--- config.mk ---
export PLATFORM = sky130hd
export DESIGN_NAME = lbp_code_encoder
export DESIGN_NICKNAME = d
export VERILOG_FILES = /design/src/rtl/lbp_code_encoder.sv
export SDC_FILE = /design/constraint.sdc
export NUM_CORES = 1
export LEC_CHECK = 0
export CAP_MARGIN = 0
export CORE_UTILIZATION = 34
export DETAILED_ROUTE_END_ITERATION = 12
export GPL_ROUTABILITY_DRIVEN = 0
export PLACE_DENSITY_LB_ADDON = 0.05
export SETUP_SLACK_MARGIN = 0.5
export SYNTH_ARGS = -nofsm -noshare
export SYNTH_HDL_FRONTEND = slang
export SYNTH_SLANG_ARGS = --single-unit
export TNS_END_PERCENT = 10
--- constraint.sdc ---
create_clock -name clk -period 3.51 [get_ports clk]
set_input_delay 0.5265 -clock clk [delete_from_list [all_inputs] [get_ports clk]]
set_output_delay 0.5265 -clock clk [all_outputs]
set_load 0.02 [all_outputs]
--- src/rtl/lbp_code_encoder.sv ---
// LBP code encoder: 24-bit neighbour compare, optional rotation-invariant mapping
// (macro LBP_ROT_INV_EN), show-ahead output FIFO and per-frame transfer counters.
module lbp_code_encoder #(
  parameter int FIFO_DEPTH = 4,
  parameter int CNT_W      = 20
) (
  input  logic             clk,
  input  logic             rst,
  input  logic             done_i,
  input  logic             progress_done_i,
  input  logic [7:0]       center_i,
  input  logic [23:0]      S1_i,
  input  logic [23:0]      S2_i,
  input  logic [23:0]      S3_i,
  input  logic [23:0]      S4_i,
  input  logic [23:0]      S5_i,
  input  logic [23:0]      S6_i,
  input  logic [23:0]      S7_i,
  input  logic [23:0]      S8_i,
  input  logic             ready_i,
  output logic [7:0]       code_o,
  output logic             valid_o,
  output logic             last_o,
  output logic             overflow_o,
  output logic [CNT_W-1:0] code_count_o,
  output logic [CNT_W-1:0] frame_len_o
);

  localparam int AW = $clog2(FIFO_DEPTH);
  localparam logic [AW:0]      PTR_ONE = {{AW{1'b0}}, 1'b1};
  localparam logic [CNT_W-1:0] CNT_ONE = {{(CNT_W-1){1'b0}}, 1'b1};
  localparam logic [CNT_W-1:0] CNT_MAX = '1;

  logic [23:0] center_ext;
  logic [7:0]  cmp_bits;
  logic [7:0]  mapped;

  logic       s1_valid, s1_last;
  logic [7:0] s1_code;
  logic       s2_valid, s2_last;
  logic [7:0] s2_code;

  logic [AW:0] wr_ptr, rd_ptr;
  logic [8:0]  mem [FIFO_DEPTH];
  logic [8:0]  head;
  logic        empty, full, push, pop;

  logic [CNT_W-1:0] count_inc;

  // Centre promoted to 8.16 so the compare is a plain unsigned 24-bit one.
  assign center_ext = {center_i, 16'h0};
  assign cmp_bits = {S8_i >= center_ext, S7_i >= center_ext, S6_i >= center_ext,
                     S5_i >= center_ext, S4_i >= center_ext, S3_i >= center_ext,
                     S2_i >= center_ext, S1_i >= center_ext};

`ifdef LBP_ROT_INV_EN
  function automatic logic [7:0] rot_min(input logic [7:0] c);
    logic [7:0] best, cand;
    best = c;
    for (int r = 1; r < 8; r++) begin
      cand = (c >> r) | (c << (8 - r));
      if (cand < best) best = cand;
    end
    return best;
  endfunction

  assign mapped = rot_min(s1_code);
`else
  assign mapped = s1_code;
`endif

  always_ff @(posedge clk) begin
    if (!rst) begin
      s1_valid <= 1'b0;
      s1_last  <= 1'b0;
      s1_code  <= '0;
      s2_valid <= 1'b0;
      s2_last  <= 1'b0;
      s2_code  <= '0;
    end else begin
      // NOTE: non-blocking assignments so every stage register samples the
      // previous stage's value from before this edge.
      s1_valid <= done_i;
      s1_last  <= done_i & progress_done_i;
      s1_code  <= cmp_bits;
      s2_valid <= s1_valid;
      s2_last  <= s1_last;
      s2_code  <= mapped;
    end
  end

  // Extra pointer MSB separates full (MSBs differ) from empty (pointers equal).
  assign empty   = (wr_ptr == rd_ptr);
  assign full    = (wr_ptr[AW] != rd_ptr[AW]) && (wr_ptr[AW-1:0] == rd_ptr[AW-1:0]);
  assign valid_o = !empty;
  assign pop     = valid_o & ready_i;
  assign push    = s2_valid & (!full | pop);

  assign head   = mem[rd_ptr[AW-1:0]];
  assign code_o = valid_o ? head[8:1] : 8'h00;
  assign last_o = valid_o & head[0];

  // NOTE: the storage array has no reset; the pointers alone define which
  // entries are live, so stale contents are never presented.
  always_ff @(posedge clk) begin
    if (push) mem[wr_ptr[AW-1:0]] <= {s2_code, s2_last};
  end

  assign count_inc = (code_count_o == CNT_MAX) ? CNT_MAX : code_count_o + CNT_ONE;

  always_ff @(posedge clk) begin
    if (!rst) begin
      wr_ptr       <= '0;
      rd_ptr       <= '0;
      overflow_o   <= 1'b0;
      code_count_o <= '0;
      frame_len_o  <= '0;
    end else begin
      if (push) wr_ptr <= wr_ptr + PTR_ONE;
      if (pop)  rd_ptr <= rd_ptr + PTR_ONE;
      if (s2_valid && full && !pop) overflow_o <= 1'b1;
      if (pop) begin
        if (last_o) begin
          frame_len_o  <= count_inc;
          code_count_o <= '0;
        end else begin
          code_count_o <= count_inc;
        end
      end
    end
  end

endmodule

==> flow_results.xml <==
<?xml version="1.0" encoding="UTF-8"?>
<metrics>
  <group name="status">
    <metric name="run_status" unit="">complete, no violations</metric>
  </group>
  <group name="power">
    <metric name="netSwitchingPower" unit="mW">0.765</metric>
    <metric name="pwr-share-clk" unit="">0.341</metric>
    <metric name="swShare" unit="">0.254</metric>
    <metric name="total_power" unit="mW">3.01</metric>
    <metric name="share_comb_of_total_power" unit="">0.223</metric>
    <metric name="internal-power" unit="mW">2.24</metric>
    <metric name="power.sequential.fraction" unit="">0.436</metric>
    <metric name="cellLeakagePower" unit="nW">3.35</metric>
    <metric name="powerDensity" unit="nW/µm²">328</metric>
    <metric name="vdd.ir_drop.worst" unit="mV">0.257</metric>
  </group>
  <group name="layout">
    <metric name="reg_area" unit="µm²">2460</metric>
    <metric name="most-common-layout-cells" unit="">sky130_fd_sc_hd__clkdlybuf4s50_1 (255), sky130_fd_sc_hd__ha_1 (70), sky130_fd_sc_hd__dfxtp_1 (69), sky130_fd_sc_hd__nor2_1 (46), sky130_fd_sc_hd__edfxtp_1 (36)</metric>
    <metric name="fillers" unit="">1576</metric>
    <metric name="diodes" unit="">0</metric>
    <metric name="final_design_area_no_fill" unit="µm²">9180</metric>
    <metric name="finish.net_count" unit="">1112</metric>
    <metric name="synth_to_final_area_change" unit="%">50.3</metric>
    <metric name="multi_input_comb_area" unit="µm²">3410</metric>
    <metric name="drive_above_1_share" unit="">0.0677</metric>
    <metric name="leading_cell_type_in_the_layout_fill_and_taps_excluded" unit="">sky130_fd_sc_hd__clkdlybuf4s50_1</metric>
  </group>
  <group name="placement">
    <metric name="detailed_place.area" unit="µm²">8870</metric>
    <metric name="detailedPlacementHpwl" unit="mm">16.4</metric>
    <metric name="port-buffer-count" unit="">255</metric>
  </group>
  <group name="sta">
    <metric name="max-slew-margin-rel" unit="">0.441</metric>
    <metric name="layout_skew" unit="ns">0.00803</metric>
    <metric name="finalHoldViolCount" unit="">0</metric>
    <metric name="fin_setup_tns" unit="ns">0</metric>
    <metric name="worstMarginPinSlew" unit="ns">0.839</metric>
    <metric name="period_needed" unit="ns">2.81</metric>
    <metric name="setup_repair_after_global_routing_missed_its_margin" unit="">no</metric>
    <metric name="fmax" unit="GHz">0.356</metric>
    <metric name="final.hold.worst_slack" unit="ns">0.430</metric>
    <metric name="fin_crit_sh" unit="">0.800</metric>
    <metric name="slew_viol_final" unit="">0</metric>
    <metric name="setup_viol" unit="">0</metric>
  </group>
  <group name="synth">
    <metric name="number_of_enable_flip_flop_cells_after_synthesis" unit="">36</metric>
    <metric name="synthXorXnorAreaFrac" unit="">0.0326</metric>
    <metric name="postSynthNetCount" unit="">860</metric>
    <metric name="post_synth_instance_area" unit="µm²">6110</metric>
    <metric name="synthMuxAreaShare" unit="">0.0348</metric>
    <metric name="synthDominantAreaCellType" unit="">sky130_fd_sc_hd__dfxtp_1</metric>
    <metric name="syn-mean-instance-area" unit="µm²">10.4</metric>
    <metric name="postSynthCellCount" unit="">585</metric>
    <metric name="synth_top_cell_area_share" unit="">0.226</metric>
    <metric name="main_combinational_cell_family_by_area_after_synthesis" unit="">simple AND/OR/NAND/NOR gates</metric>
    <metric name="yosys-top-cells-area" unit="">sky130_fd_sc_hd__dfxtp_1 (23%), sky130_fd_sc_hd__edfxtp_1 (18%), sky130_fd_sc_hd__ha_1 (14%)</metric>
    <metric name="synthSimpleGateAreaFrac" unit="">0.182</metric>
    <metric name="synth_compound_gate_area_share" unit="">0.166</metric>
    <metric name="yosys.cell_types.count" unit="">62</metric>
    <metric name="yosys_warnings" unit="">0</metric>
    <metric name="synth-adder-area-share" unit="">0.143</metric>
    <metric name="async_flop_share" unit="">0</metric>
    <metric name="synth_flop_cell" unit="">sky130_fd_sc_hd__dfxtp_1</metric>
    <metric name="synth_seq_area_share" unit="">0.403</metric>
    <metric name="ys_seq_elements" unit="">105</metric>
  </group>
  <group name="worst_setup_path">
    <metric name="cp_slowest_stage_delay" unit="ns">0.64</metric>
    <metric name="regToRegSetupSlack" unit="ns">1.15</metric>
    <metric name="critical_path.reg2reg.endpoint" unit="">frame_len_o[17]</metric>
    <metric name="worst-endpoint-required" unit="ns">2.98</metric>
    <metric name="crit_path_cell_trace" unit="">buf_4, mux4_2, inv_2, nor2_1, clkdlybuf4s50_1</metric>
    <metric name="reg2regPathDepth" unit="">6</metric>
    <metric name="arrival" unit="ns">2.28</metric>
    <metric name="worstSetupStartpointType" unit="">flip-flop</metric>
    <metric name="worst_path_max_delay_cell" unit="">sky130_fd_sc_hd__mux4_2</metric>
    <metric name="end_kind" unit="">output port</metric>
    <metric name="regToRegStartpoint" unit="">code_count_o[0]</metric>
    <metric name="kind_of_critical_path" unit="">reg2out</metric>
    <metric name="critPathMaxFanout" unit="">9</metric>
  </group>
  <group name="floorplan">
    <metric name="core" unit="µm²">17400</metric>
    <metric name="initial_core_util" unit="">0.351</metric>
    <metric name="num_rows" unit="">48</metric>
    <metric name="floorplan.die.height" unit="µm">136</metric>
    <metric name="ios" unit="">256</metric>
    <metric name="fp.dieArea" unit="µm²">18500</metric>
    <metric name="chipWidth" unit="µm">136</metric>
  </group>
  <group name="clock_network">
    <metric name="cts_sinks" unit="">105</metric>
    <metric name="htree_num_levels" unit="">3</metric>
    <metric name="cts_root_buf" unit="">sky130_fd_sc_hd__clkbuf_16</metric>
    <metric name="clk_pin_slew" unit="ns">0.07</metric>
    <metric name="holdBufCountCts" unit="">0</metric>
    <metric name="tritoncts" unit="">done</metric>
    <metric name="clock_path_buffers" unit="">2</metric>
    <metric name="clock_latency" unit="ns">0.34</metric>
    <metric name="cts_made_buffers" unit="">9</metric>
  </group>
  <group name="global_routing">
    <metric name="grt.total_usage" unit="">0.223</metric>
    <metric name="via_count_of_the_first_global_routing_pass" unit="">5953</metric>
    <metric name="grt_start_max_net_pins" unit="">37</metric>
    <metric name="gr-total-overflow" unit="">0</metric>
    <metric name="initial_antenna_violation_count" unit="">0</metric>
    <metric name="grt_first_pass_wirelength" unit="mm">31.4</metric>
  </group>
  <group name="min_path">
    <metric name="timing.hold.worst.start" unit="">mapped[1]</metric>
    <metric name="min_delay_path_depth" unit="">1</metric>
    <metric name="timing.hold.worst_endpoint" unit="">s2_code[1]</metric>
    <metric name="hold_path.class" unit="">reg2reg</metric>
  </group>
  <group name="route">
    <metric name="route.vias.total" unit="">5630</metric>
    <metric name="detail_route.first_pass.iterations" unit="">5</metric>
    <metric name="wl_per_cell" unit="µm">18.9</metric>
    <metric name="drt-total-wl" unit="mm">20.1</metric>
    <metric name="routed_via_density" unit="">5.28</metric>
    <metric name="detail_route.drc_violations" unit="">0</metric>
    <metric name="detail_route.iter0.violations" unit="">308</metric>
    <metric name="final_antenna_net_count" unit="">0</metric>
  </group>
  <group name="job">
    <metric name="drv.max_cap_violation_count" unit="">0</metric>
  </group>
</metrics>
-- cells by family (layout without fill, tap and decap cells) --
family | after synthesis | in the layout
buffers and inverters | 51 | 308
muxes | 10 | 10
DFF | 105 | 105
adders and majority gates | 70 | 70
AOI/OAI and AO/OA | 137 | 137
and+or+nand+nor | 191 | 191
xor gates and xnor gates | 21 | 21
-- how the worst max path moves through the flow --
| stage | startpoint | end | slack, ns | depth (start not counted) |
|---|---|---|---|---|
| after floorplan | code_count_o[0] | frame_len_o[0] | 1.51 | 6 |
| final | flip-flop | last_o | 0.70 | 5 |
| after global routing | wr_ptr[1] | code_o[0] | 0.56 | 5 |
| after global placement | center_i[2] | mapped[7] | 0.68 | 8 |
| after CTS | wr_ptr[1] | last_o | 0.66 | 5 |
| after detailed placement | center_i[2] | mapped[7] | 0.69 | 8 |
-- critical path: cells and delay by family, from the launching register on --
family                 cells  cell delay (ns)
muxes                      1             0.64
DFF                        1             0.31
and+or+nand+nor            1             0.06
buffers and inverters      3             0.93
-- area by class of cell --
| cell class | count | area share |
|---|---|---|
| Multi-Input combinational cell | 429 | 0.372 |
| Timing Repair Buffer | 263 | 0.285 |
| Sequential cell | 105 | 0.268 |
| Tap cell | 225 | 0.0307 |
| Clock buffer | 10 | 0.0249 |
| Inverter | 29 | 0.0119 |
| Clock inverter | 6 | 0.00804 |
-- timing repair --
action / 4_1_cts / 5_1_grt
endpoints found under the setup margin: 10 / 0
buffers inserted: 0 / 0
gates resized for setup: 1 / 0
-- power by group through the flow --
stage	logic [mW]	registers [mW]	clock network, mW
final	0.670	1.31	1.03
after global routing	0.731	1.32	1.10
after detailed placement	0.671	1.34	0
after CTS	0.675	1.31	1.05
after floorplan	0.295	1.35	0
after global placement	0.656	1.34	0
-- Yosys cell counts, types with 5 or more instances --
cell type and instances:
sky130_fd_sc_hd__a21oi_1 32, sky130_fd_sc_hd__and2_1 12, sky130_fd_sc_hd__buf_4 5, sky130_fd_sc_hd__nor2_1 47, sky130_fd_sc_hd__a211o_1 8, sky130_fd_sc_hd__a311oi_1 7, sky130_fd_sc_hd__nor4b_1 16, sky130_fd_sc_hd__o21a_1 24
sky130_fd_sc_hd__ha_1 70, sky130_fd_sc_hd__edfxtp_1 36, sky130_fd_sc_hd__mux4_2 9, sky130_fd_sc_hd__o221ai_1 9, sky130_fd_sc_hd__xnor2_1 12, sky130_fd_sc_hd__clkbuf_1 7, sky130_fd_sc_hd__dfxtp_1 69, sky130_fd_sc_hd__o21ai_0 9
sky130_fd_sc_hd__nand4_1 23, sky130_fd_sc_hd__xor2_1 7, sky130_fd_sc_hd__buf_2 6, sky130_fd_sc_hd__nor3_1 16, sky130_fd_sc_hd__a31oi_1 8, sky130_fd_sc_hd__nand2_1 18, sky130_fd_sc_hd__o21ai_1 14, sky130_fd_sc_hd__nor4_1 18
sky130_fd_sc_hd__nand3_1 5, sky130_fd_sc_hd__nor2b_1 16, sky130_fd_sc_hd__inv_1 27
-- stage by stage --
stage | worst slack [ns] | utilization | std cells
floorplan | 1.51 | - | 585
global placement | 0.681 | 0.509 | 1051
detailed placement | 0.687 | 0.509 | 1051
CTS | 0.660 | 0.527 | 1067
global route | 0.555 | 0.527 | 1067
finish | 0.701 | 0.527 | 1067
-- flip-flops by register name, indices dropped and copies added (netlist names), named ones only --
register and count:
mem 36, code_count_o 20, frame_len_o 20, mapped 8, s2_code 8, rd_ptr 3, wr_ptr 3, overflow_o 1
s1_last 1, s1_valid 1, s2_last 1, s2_valid 1
-- layer usage --
| layer | global-route usage | part of all wire |
|---|---|---|
| met5 | 0 | 0 |
| met1 | 0.261 | 0.41 |
| met4 | 0.0611 | 0.015 |
| met3 | 0.0433 | 0.052 |
| met2 | 0.410 | 0.52 |
No activity file was read; power rests on OpenSTA's default activity.
==> patch 1, RTL diff (same flow settings) <==
Make the reset (`rst`) asynchronous in 2 clocked blocks.
--- a/src/rtl/lbp_code_encoder.sv
+++ b/src/rtl/lbp_code_encoder.sv
@@ -71,3 +71,3 @@
 
-  always_ff @(posedge clk) begin
+  always_ff @(posedge clk or negedge rst) begin
     if (!rst) begin
@@ -110,3 +110,3 @@
 
-  always_ff @(posedge clk) begin
+  always_ff @(posedge clk or negedge rst) begin
     if (!rst) begin
Check against the original RTL: differs if rst is asserted again (counterexample within 4 cycles, from zero or initial values and one cycle with rst low); with rst held inactive, the same outputs for 10 cycles.
==> patch 1 against the unedited design <==
  * Sequential cell count shrank 2
  * Register-to-register slack lost 0.20 ns
  * Routed wire length shrank 8.6%
  * Final area is the same
  * Maximum frequency shrank 0.64%
  * Worst setup slack lost 0.018 ns
  * Synthesized area is essentially flat
  * Die area is essentially flat
  * Final cell count shrank 2.8%
  * Worst hold slack lost 0.24 ns
  * Critical path type unchanged
  * Critical endpoint is now code_o[2]
Power is not compared: it rests on default switching activity, and its combinational part moved more than twofold at a synthesized area within 25%.
==> patch 1: results (changes against the unedited design) <==
The vias after detailed routing came to 5,317 (-5.6%). The number of DRC violations after detailed routing is 0 (unchanged). The worst slack after detailed placement came out at 0.755 ns (+0.0675 ns). The antenna diode count came out at 0 (unchanged). The estimated wirelength of the detail-placed design came to 14,900 µm (-9.4%). The clock network latency to the later pin of the worst-skew pair is 0.35 ns.

The number of cells upsized or downsized after cts was 2 (+1). The final clock skew was 0.0103 ns (+0.00224 ns). The global routing usage on met1 is 23.3% (-2.7 points). The tightest min-delay check is of the in2async type.

The tree is rooted in a clkbuf_16. The async set or reset register ratio after synthesis came out at 65.0% (+65 points). The number of H-tree levels is 3 (unchanged).

The final standard cell count with taps included and fillers excluded came out at 1,037 (-2.8%). The parity-gate share of the synthesized area counting xor and xnor cells is 3.30% (+0.042 points). The met3 global-route usage came out at 4.88% (+0.56 points).

The maximum fanout encountered on the critical timing path came out at 12 (+3). The via count of the first global-routing pass is 5,603 (-5.9%). The post-detailed-placement cell area is 0.00890 mm² (+0.30%). In the synthesized netlist, the cells that appear most often are ha_1 (70), dfrtp_1 (67), edfxtp_1 (36). The mux share of post-synthesis cell area is 3.65% (+0.16 points). The cell count after placement came to 1,021 (-2.9%). The net switching fraction of the power came out at 35.9%. The number of detailed-routing iterations run before antenna repair came out at 4 (-1).

The first-pass GRT wire length is 28,800 µm (-8.1%). The largest net degree at the start of global routing is 41 (+11%). The net count after synthesis is 828 (-3.7%). Sorting the synthesized cells by area gives the leading types as dfrtp_1 (27%), edfxtp_1 (18%), ha_1 (14%). The post-synthesis adder-cell area fraction is 14.3% (about the same). The overall power came out at 4.98 mW. The slowest cell on the critical path is clkdlybuf4s50_1. The distinct cell type count after synthesis came out at 53 (-15%). The ratio of cells with drive above 1 in the final layout is 5.91% (-0.86 points). The met2 routed wirelength came out at 9710 µm (-7.0%). The number of standard cells after synthesis is 553 (-5.5%). The worst-margin pin slew is 0.885 ns (+0.0460 ns). The global router's overall resource usage came out at 20.4% (-1.9 points). The detailed-routed wire length on met3 is 1180 µm (+14%).

The synthesized-area fraction occupied by ao, oa, aoi and oai cells came out at 13.7% (-2.9 points). The static leakage came out at 3.72 nW. The register clock-pin slew on the reported worst setup and hold paths is 0.07 ns (about the same).

Broken down by cell family, the worst path's largest delay share belongs to buffers and inverters. The run finished with clean final reports. The count of synthesis-stage warnings from yosys came out at 0 (unchanged).

The proportion of power drawn by combinational gates is 44.5%. The routed metal-1 wirelength is 7250 µm (-13%). For this run, the leading register cell type out of synthesis is dfrtp_1. The met2 demand-to-capacity share in global routing came out at 37.3% (-3.6 points). The number of DRC markers after the initial detailed-route iteration was 237 (-23%). The post-synthesis sequential area ratio is 45.2% (+4.8 points).

The layout net count is 1,082 (-2.7%). The CTS buffer count came out at 9 (unchanged). The number of antenna violations at the first check in global routing was 0 (unchanged).

The routed length per placed instance was 17.7 µm (-5.9%).
[patch 1: layout make-up]
cell class | count | area (µm²)
well taps | 225 | 282
repair buffers | 263 | 2610
fillers | 1553 | 8240
multi-input cells | 404 | 3160
clock inverters | 4 | 30.0
clock buffers | 12 | 246
inverters | 26 | 97.6
flip-flops and latches | 103 | 2760
[patch 1: final timing paths]
check | startpoint | to | slack (ns) | cells after the start
setup / recovery | rd_ptr[0]$_DFFE_PN0N_ | code_o[2] | 0.68 | 5
hold / removal | rst | rd_ptr[2]$_DFFE_PN0N_ | 0.19 | 1
setup reg to reg | code_count_o[0]$_DFFE_PN0N_ | code_count_o[13]$_DFFE_PN0N_ | 0.95 | 6
hold reg to reg | mapped[6]$_DFF_PN0_ | s2_code[6]$_DFF_PN0_ | 0.35 | 0
max in group asynchronous | rst | code_count_o[8]$_DFFE_PN0N_ | 2.55 | 2
min in group clk | mapped[6]$_DFF_PN0_ | s2_code[6]$_DFF_PN0_ | 0.35 | 0
==> patch 2, RTL diff (config.mk and constraints unchanged) <==
Made on the original files. `CNT_W`: 20 -> 30.
--- a/src/rtl/lbp_code_encoder.sv
+++ b/src/rtl/lbp_code_encoder.sv
@@ -4,3 +4,3 @@
   parameter int FIFO_DEPTH = 4,
-  parameter int CNT_W      = 20
+  parameter int CNT_W      = 30
 ) (
Interface: changed (resized code_count_o and frame_len_o); port bits go from 256 to 276. The function was not compared with the original's and may differ.
==> patch 2 against the unedited design <==
  * Final area rose by 15%
  * Core utilization rose by 1.0 points
  * Worst setup slack better by 0.041 ns
  * Final cell count up 18%
  * Synthesized area up 13%
  * Sequential cell count grew 20
  * Total power grew 33%
  * Routed wire length up 11%
  * Largest cell class unchanged
  * Largest power group is now the clock network
==> patch 2: results (changes against the unedited design) <==
The maximum fanout encountered on the critical timing path came to 6 (-3). The number of flops mapped to enable cells by yosys was 36 (unchanged). The worst slack after detailed placement is 0.618 ns (-0.0693 ns). The ratio of cells with drive above 1 in the final layout came out at 8.16% (+1.4 points). The distinct cell type count after synthesis is 54 (-13%). The global router's overall resource usage is 21.8% (-0.51 points). The cell count after placement is 1,226 (+17%). The estimated wirelength of the detail-placed design came out at 17,600 µm (+7.2%). The maximum resistive drop on vdd is 242 µV (-6.0%). The CTS buffer count was 17 (+8). The number of buffers other than clock buffers in the final layout came to 292 (+11%). The routed length per placed instance came out at 17.8 µm (-5.6%). The total of clock buffers placed in the layout came to 18 (+8).

The register clock-pin slew on the reported worst setup and hold paths is 0.05 ns (-0.02 ns). The number of cell instances on the worst register-to-register path is 9 (+3). The worst-margin pin slew was 0.828 ns (-0.0106 ns). The number of standard cells after synthesis is 696 (+19%). The layout net count is 1,255 (+13%).

The net count after synthesis came out at 971 (+13%). The clock network latency to the later pin of the worst-skew pair is 0.42 ns (+0.08 ns). The flow ran to the end, and the final reports show no timing, DRC or antenna violations. The post-CTS setup buffer count is 0 (unchanged). The final instance area came out at 0.0106 mm² (+15%). The synthesized flop and latch total is 125 (+19%). The number of multi-input combinational cells came to 510 (+19%). The fraction of area in clock buffers and inverters came out at 5.48% (+2.2 points).

The final clock skew came out at 0.00777 ns (-0.000262 ns). The number of detailed-routing iterations run before antenna repair is 4 (-1). The number of H-tree levels came out at 4 (+1). The number of flip-flops in the largest register came out at 36 (unchanged). The post-synthesis sequential area ratio came out at 41.4% (+1.0 points). The via count of the first global-routing pass is 6,151 (+3.3%). After synthesis, the cell types taking the most area are dfxtp_1 (26%), edfxtp_1 (16%), ha_1 (13%). The slowest cell on the critical path is clkdlybuf4s50_1.

The worst endpoint data arrival time is 2.24 ns (-0.04 ns). The area growth from synthesis to layout is 53.0%. The inverter count came out at 34 (+17%). The final standard cell count with taps included and fillers excluded came out at 1,258 (+18%). The fraction of area in multi-input gates is 36.0% (-1.2 points).

The fraction of cell area in non-clock buffers came out at 27.1% (-1.3 points). The area of all sequential standard cells is 0.00286 mm² (+16%). The vias after detailed routing is 6,409 (+14%). The largest net degree at the start of global routing was 51 (+38%). The number of input and output port buffers inserted was 275 (+7.8%). The async set or reset register ratio after synthesis is 0% (unchanged). The first-pass GRT wire length came to 33,900 µm (+8.1%). The number of DRC markers after the initial detailed-route iteration is 215 (-30%). The post-detailed-placement cell area is 0.0100 mm² (+13%).

The static leakage came out at 3.98 nW (+19%). The final-layout fill cell count is 1,830 (+16%). By count the netlist is led by dfxtp_1 (89), ha_1 (70), o21ai_0 (52).
==> patch 2: cell count changes in the layout (fill, tap and decap cells not counted), sizes merged, moves of 12 or more <==
cell and change:
o221a +12, clkdlybuf4s50 +19, dfxtp +20, o21ai +32, nand2 +25
==> patch 2: repair_timing <==
action	CTS	global route
gates resized for setup	1	2
setup endpoints to repair	10	9
pin swaps	0	0
==> patch 2: final timing paths <==
kind | from | end | slack [ns]
worst max-delay path | flip-flop | code_o[6] | 0.74
worst min-delay path | mapped[2]$_SDFF_PN0_ | s2_code[2]$_SDFF_PN0_ | 0.43
worst max register to register | code_count_o[0]$_SDFFE_PN0N_ | frame_len_o[10]$_SDFFE_PN0P_ | 0.84
worst min register to register | mapped[2]$_SDFF_PN0_ | s2_code[2]$_SDFF_PN0_ | 0.43
==> patch 2: logic make-up (layout without fill, tap and decap cells) <==
family          count (synthesis)  after routing  synth area share [%]
mux                            12             12                  3.36
fa+ha+maj                      70             70                  12.7
simple gates                  218            218                  17.6
flops                         125            125                  41.4
xor+xnor                       31             31                  3.92
buf+inv                        61            358                  3.71
compound gates                179            179                  17.4
==> patch 2: layer usage <==
layer | track usage [%] | part of all wire, % | vias to the layer above
li1 | - | - | 3184
met1 | 27.1 | 42 | 3002
met2 | 37.0 | 50 | 203
met3 | 5.10 | 5.9 | 20
met4 | 7.20 | 1.8 | 0
met5 | 0 | 0 | -
==> patch 2: power breakdown <==
| part | switching, mW | leakage (nW) | total (mW) | internal [mW] |
|---|---|---|---|---|
| logic | 0.279 | 2.67 | 0.688 | 0.409 |
| clock network | 0.643 | 0.276 | 1.74 | 1.10 |
| registers | 0.0305 | 1.03 | 1.56 | 1.53 |
| total | 0.952 | 3.98 | 3.99 | 3.04 |
